--- config.mk ---
export PLATFORM = sky130hd
export DESIGN_NAME = popcount_seq
export DESIGN_NICKNAME = d
export VERILOG_FILES = /design/src/rtl/popcount_seq.sv
export SDC_FILE = /design/constraint.sdc
export NUM_CORES = 1
export LEC_CHECK = 0
export CAP_MARGIN = 20
export CORE_MARGIN = 2
export CORE_UTILIZATION = 54
export DETAILED_ROUTE_END_ITERATION = 10
export PLACE_DENSITY_LB_ADDON = 0.1
export SYNTH_ARGS = -nofsm -noshare
export SYNTH_HDL_FRONTEND = slang
export SYNTH_SLANG_ARGS = --single-unit
--- constraint.sdc ---
create_clock -name i_CLK -period 4.64 [get_ports i_CLK]
set_input_delay 0.464 -clock i_CLK [delete_from_list [all_inputs] [get_ports i_CLK]]
set_output_delay 0.464 -clock i_CLK [all_outputs]
set_load 0.1 [all_outputs]
--- src/rtl/popcount_seq.sv ---
// Word popcount built on an external registered 4-bit counting stage: nibbles go out one per
// cycle, returning counts are accumulated. Define POPCOUNT_SEQ_BYPASS_EN to short-cut all-0/all-1 words.
module popcount_seq #(
  parameter int WIDTH = 16,
  parameter int LAT   = 2,
  parameter int CW    = $clog2(WIDTH + 1)
) (
  input  logic          i_CLK,
  input  logic          i_RST_N,
  input  logic          i_VALID,
  output logic          o_READY,
  input  logic [WIDTH-1:0] i_DATA,
  input  logic          i_INVERSE,
  output logic [3:0]    o_NIBBLE,
  output logic          o_NIBBLE_INVERSE,
  input  logic [2:0]    i_NIBBLE_COUNT,
  output logic          o_VALID,
  input  logic          i_READY,
  output logic [CW-1:0] o_COUNT
);

  localparam int N  = WIDTH / 4;
  localparam int RW = (N > 1) ? $clog2(N) : 1;
  localparam logic [LAT-1:0] TAG_TOP = LAT'(1) << (LAT - 1);

  typedef enum logic [1:0] {IDLE, ISSUE, DRAIN, DONE} state_t;

  state_t            state_q, state_d;
  logic              ready_q, valid_q, inv_q, nib_vld_q;
  logic [3:0]        nibble_q;
  logic [RW-1:0]     rem_q;
  logic [LAT-1:0]    tag_q;
  logic [WIDTH-1:0]  data_sh;
  logic [CW-1:0]     acc, count_q;
  logic              accept, bypass_hit, tag_out, last_tag;

  // Result for a uniform word: ones-count is WIDTH or 0, swapped when counting zeros.
  function automatic logic [CW-1:0] flat_count(input logic ones, input logic inv);
    return (ones ^ inv) ? CW'(WIDTH) : '0;
  endfunction

  assign accept = i_VALID && ready_q;

`ifdef POPCOUNT_SEQ_BYPASS_EN
  assign bypass_hit = (i_DATA == '0) || (i_DATA == '1);
`else
  assign bypass_hit = 1'b0;
`endif

  // The last in-flight nibble is the only tag left, sitting at the exit.
  assign tag_out  = tag_q[LAT-1];
  assign last_tag = (tag_q == TAG_TOP);

  always_comb begin
    state_d = state_q;
    case (state_q)
      IDLE:    if (accept) state_d = bypass_hit ? DONE : ISSUE;
      ISSUE:   if (rem_q == '0) state_d = DRAIN;
      DRAIN:   if (last_tag) state_d = DONE;
      DONE:    if (valid_q && i_READY) state_d = IDLE;
      default: state_d = IDLE;
    endcase
  end

  always_ff @(posedge i_CLK or negedge i_RST_N) begin
    if (!i_RST_N) begin
      state_q   <= IDLE;
      ready_q   <= 1'b0;
      valid_q   <= 1'b0;
      inv_q     <= 1'b0;
      nib_vld_q <= 1'b0;
      nibble_q  <= '0;
      rem_q     <= '0;
      tag_q     <= '0;
      count_q   <= '0;
    end else begin
      state_q <= state_d;
      ready_q <= (state_d == IDLE);
      // A bypassed word spends one cycle in DONE before o_VALID rises.
      valid_q <= (state_d == DONE) && (state_q != IDLE);

      nibble_q  <= '0;
      nib_vld_q <= 1'b0;
      if (accept && !bypass_hit) begin
        nibble_q  <= i_DATA[3:0];
        nib_vld_q <= 1'b1;
        rem_q     <= RW'(N - 1);
      end else if (state_q == ISSUE && rem_q != '0) begin
        nibble_q  <= data_sh[3:0];
        nib_vld_q <= 1'b1;
        rem_q     <= rem_q - RW'(1);
      end

      // The stage samples inverse one cycle after the nibble, so hold it through DRAIN.
      if (state_d == ISSUE || state_d == DRAIN)
        inv_q <= accept ? i_INVERSE : inv_q;
      else
        inv_q <= 1'b0;

      tag_q <= (tag_q << 1) | LAT'(nib_vld_q);

      if (state_q == DRAIN && last_tag)
        count_q <= acc + CW'(i_NIBBLE_COUNT);
      else if (state_q == DONE && !valid_q)
        count_q <= acc;
    end
  end

  // ---- data path: word shifter and accumulator (no reset, cleared on accept) ----
  always_ff @(posedge i_CLK) begin
    if (accept)
      data_sh <= i_DATA >> 4;
    else if (state_q == ISSUE)
      data_sh <= data_sh >> 4;

    if (accept)
      acc <= bypass_hit ? flat_count(i_DATA[0], i_INVERSE) : '0;
    else if (tag_out)
      acc <= acc + CW'(i_NIBBLE_COUNT);
  end

  assign o_READY          = ready_q;
  assign o_VALID          = valid_q;
  assign o_COUNT          = count_q;
  assign o_NIBBLE         = nibble_q;
  assign o_NIBBLE_INVERSE = inv_q;

endmodule

### After elaboration in Yosys (flattened, before gate mapping)

Cells that the tools add are included.

| word-level totals | value |
|---|---|
| register bits | 36 |
| input port bits | 24 |
| output and inout bits | 12 |

| cells by class | value |
|---|---|
| equality and inequality tests | 8 |
| reduce and logical (&&, ||, !) cells | 16 |
| bitwise operators | 1 |
| mux-type cells | 17 |
| add/sub/neg operators | 2 |

Operator list:

| kind | number |
|---|---|
| two-way mux 12 bit | 2 |
| two-way mux 2 bit | 6 |
| == test 2 bit, second input constant | 5 |
| two-way mux 5 bit | 2 |
| nonzero test 2 bit | 5 |
| two-way mux 4 bit | 2 |
| case mux 2 bit (4 select lines) | 1 |
| logical AND 1 bit | 6 |
| zero test 2 bit | 3 |
| adder 5 x 3 -> 5 bit | 1 |
| == test 2 x 1 -> 1 bit, second input constant | 2 |
| two-way mux 1 bit | 4 |
| inequality test 2 bit, second input constant | 1 |
| OR 2 x 1 -> 2 bit | 1 |
| subtractor 2 x 1 -> 2 bit, second input constant | 1 |
| zero test 1 bit | 1 |
| logical OR 1 bit | 1 |

### Logic depth before layout (Yosys ltp)

| depth | value |
|---|---|
| depth in word-level cells | 6 |
| gate-level depth with buffers | 6 |
| mapped depth without buffers | 6 |

### Worst setup path before layout

No wires, ideal clock.

| timing path | value |
|---|---|
| path kind | register -> register |
| from | reg ready_q, in the netlist o_READY |
| to | reg inv_q, in the netlist o_NIBBLE_INVERSE |
| path slack | 2,364 ps |
| stages on the path, launching flop included | 6 |
| arrival | 2,148 ps |
| path buffers | 0 |
| period minus slack after synthesis | 2,276 ps |
| setup time | 128 ps |
| cell sequence | dfrtp_1 nand2_2 mux2_2 mux2_2 ha_1 a21boi_0 |

| on the way | value |
|---|---|
| longest elaborated chain between the ends | 6 |
| elaborated cells on any way between the ends | 8 |
| those cells by class | 3 x eq/ne; 3 x mux; 2 x reduce/logical |

Ends and longest elaborated chain:

| item | line | text |
|---|---|---|
| start, declared | 29 | `logic ready_q, valid_q, inv_q, nib_vld_q;` |
| start signal, assigned | 78 | `ready_q <= (state_d == IDLE);` |
| logical AND 1 bit (*) | 42 | `assign accept = i_VALID && ready_q;` |
| two-way mux 2 bit | 57 | `IDLE: if (accept) state_d = bypass_hit ? DONE : ISSUE;` |
| case mux 2 bit (4 select lines) | 56 | `case (state_q)` |
| == test 2 x 1 -> 1 bit or == test 2 bit (tied branches) | 95 | `if (state_d == ISSUE \|\| state_d == DRAIN)` |
| logical OR 1 bit | 95 |  |
| inequality test 2 bit (no line) or two-way mux 1 bit (tied branches) | n/a |  |
| end signal, assigned | 96 | `inv_q <= accept ? i_INVERSE : inv_q;` |
| end, declared | 29 |  |

Every way passes the cells marked *; elsewhere a longest branch is shown, timed or not.
A chain may end at the register's enable or synchronous reset.

### Worst setup path after layout

| timing path | value |
|---|---|
| from | reg ready_q, in the netlist o_READY |
| to | out o_READY |

RTL lines:

| item | line | text |
|---|---|---|
| end, declared | 11 | `output logic o_READY,` |

No word-level cell between the ends.

==> flow_summary_export.csv <==
group,metric,value,unit
synth,synth-seq-cells,36,
synth,synth_top_family_by_area,"simple AND/OR/NAND/NOR gates",
cts,clockRootBuffer,"clkbuf_4",
timing,tightest_slew,0.9673,ns
synth,synth_top_area_share,27.92,%
cts,h-tree-depth,2,
synth,synthAdderAreaFrac,5.584,%
timing,skew,0.006642,ns
grt,gr-total-overflow,0,
cts,clock-sinks,36,
setup_path,crit_chain,"clkdlybuf4s50_1",
finish,areaGrowthSynthToFinish,23.66,%
flow_run,cap_viol_max_count,0,
synth,yosysSeqAreaShare,54.96,%
grt,grt_util_all_layers,19.48,%
route,drt_iter0_drc,47,
cts,postCtsSetupRepairBufs,0,
cts,cts_buffers,5,
timing,slew_headroom,35.31,%
timing,post-route-period-util,51.54,%
synth,yosysTopAreaCell,"dfrtp_1",
synth,synth_edf_count,12,
finish,drive_gt1_share,6.878,%
route,postRouteAntennaNets,0,
setup_path,cpPeakStageDelay,1.16,ns
timing,finalSetupTns,0,ns
grt,antenna_found_initial,0,
synth,syn_area_per_cell,11.06,um^2
setup_path,critPathRequiredTime,4.18,ns
die,dieArea,0.003619,mm^2
cts,cts_tree,"done",
setup_path,start_kind,"flop",
grt,grt_pass1_vias,1167,
setup_path,crit_start,"o_READY",
route,wl_per_cell,13.33,um
worst_hold_path,worstHoldStart,"nib_vld_q",
placed_design,dp_hpwl,2280,um
cts,ctsLongestPathBuffers,2,
worst_hold_path,min_path_type,"reg2reg",
setup_path,r2r-start,"acc[0]",
setup_path,worstSetupPathType,"reg2out",
die,coreArea,0.003028,mm^2
timing,max_freq,418.2,MHz
die,die_h,60.16,um
cts,path_clk_slew,0.10,ns
synth,syn_inst,154,
synth,syn_area,0.001703,mm^2
die,fp-row-count,20,
synth,synth_compound_area_share,10.43,%
route,vias,1244,
route,drc,0,
timing,min_period,2.391,ns
synth,yosys-top-cells-area,"dfrtp_1 28%, edfxtp_1 21%, nand2_1 8.8%",
route,first_pass_iters,4,
synth,synthXorXnorAreaFrac,1.029,%
setup_path,worstSetupEndpointType,"primary output",
placed_design,io_buffers,35,
setup_path,worst_ep_arrival_time,1.93,ns
cts,cts_hold_buf,0,
setup_path,r2r_slack,2.86,ns
die,pin_count,36,
cts,cts_resized,0,
synth,synth-simple-area-share,20.21,%
timing,hold_viol_final,0,
setup_path,cpMaxStageDelayCell,"clkdlybuf4s50_1",
synth,synth_cell_types,40,
timing,setup-violations-final,0,
synth,synthMuxAreaShare,3.674,%
placed_design,place_congestion,0.8269,
die,start_util,56.24,%
route,viasPerCell,5.339,
synth,ys.flop_type,"dfrtp_1",
synth,ys.warnings.count,0,
outcome,status,"complete, no violations",
setup_path,critPathBufInv,1,
die,die_w,60.16,um
finish,diodes,0,
setup_path,cp_top_family,"buffers and inverters",
route,routed_wl,3107,um
grt,grt_max_degree,20,
synth,synth-async-reset-ratio,52.78,%
setup_path,critPathMaxFanout,7,
cts,clock_latency,0.33,ns
timing,maxSlewViolCount,0,
timing,rsz0062_at_grt,"false",
finish,fin_nets,219,
grt,grt_first_pass_wirelength,5133,um
synth,syn_nets,185,
[metrics by stage]
step / area (um^2) / instances / setup WS, ns / utilization (%) / hold WS [ns]
after floorplan: 1703 / 154 / 2.364 / - / 0.1684
after global placement: 2053 / 225 / 2.320 / 67.81 / 0.3365
after detailed placement: 2053 / 225 / 2.255 / 67.81 / 0.3372
after CTS: 2106 / 233 / 2.223 / 69.55 / 0.3607
after global routing: 2106 / 233 / 2.154 / 69.55 / 0.3778
final: 2106 / 233 / 2.249 / 69.55 / 0.3607
[logic make-up after synthesis]
logic type      Yosys count
buf+inv                  12
mux                       6
simple gates             67
xor+xnor                  2
flops                    36
fa+ha+maj                 7
compound gates           24
[sequential cells by signal (all words and copies together), names as in the netlist, 2 cells and up]
name / count
acc: 5
data_sh: 12
o_NIBBLE: 4
o_COUNT: 5
tag_q: 2
state_q: 2
rem_q: 2
[final timing paths]
kind	depth (start not counted)	end
max reg2reg	5	o_COUNT[4]
min in group asynchronous	1	o_NIBBLE[1]
min reg2reg	0	tag_q[0]
min	0	tag_q[0]
max	1	o_READY
max in group asynchronous	1	state_q[0]
[final cells by class]
class | instances | area (um^2)
Clock inverter | 2 | 11.26
Inverter | 4 | 15.01
Multi-Input combinational cell | 106 | 696.9
Timing Repair Buffer | 35 | 350.3
Fill cell | 247 | 922.1
Sequential cell | 36 | 935.9
Clock buffer | 6 | 41.29
Tap cell | 44 | 55.05
[per-layer routing]
metal,global-route usage (%),share of wire [%],vias to the layer above
met1,23.26,42,595
met5,0,0,-
li1,-,-,608
met2,32.92,51,37
met4,8.889,0.90,0
met3,4.762,5.9,4
[cells in the mapped netlist (all sizes together) (2+ instances only)]
cell type  count
a22oi          3
nand3          4
clkbuf         3
nor2b          2
a41o           2
inv            4
nand2         41
a211oi         3
xnor2          2
dfrtp         19
nor2           6
and3           5
ha             6
mux2i          4
mux2           2
edfxtp        12
o21ai          5
dfxtp          5
a211o          2
buf            5
a21boi         2
[cells in the final DEF, fill, tap and decap left out, types with 3 or more instances in the layout]
master            n
ha_1              6
clkbuf_4          5
and3_1            5
a211oi_1          3
edfxtp_1         12
nand3_1           4
nor2_1            6
mux2i_1           4
a22oi_1           3
o21ai_0           5
inv_1             4
dfrtp_1          19
nand2_1          40
clkdlybuf4s50_1  35
dfxtp_1           5
Power is not shown: default switching activity piles up to over one toggle a cycle in this logic, so the estimate is an artifact.
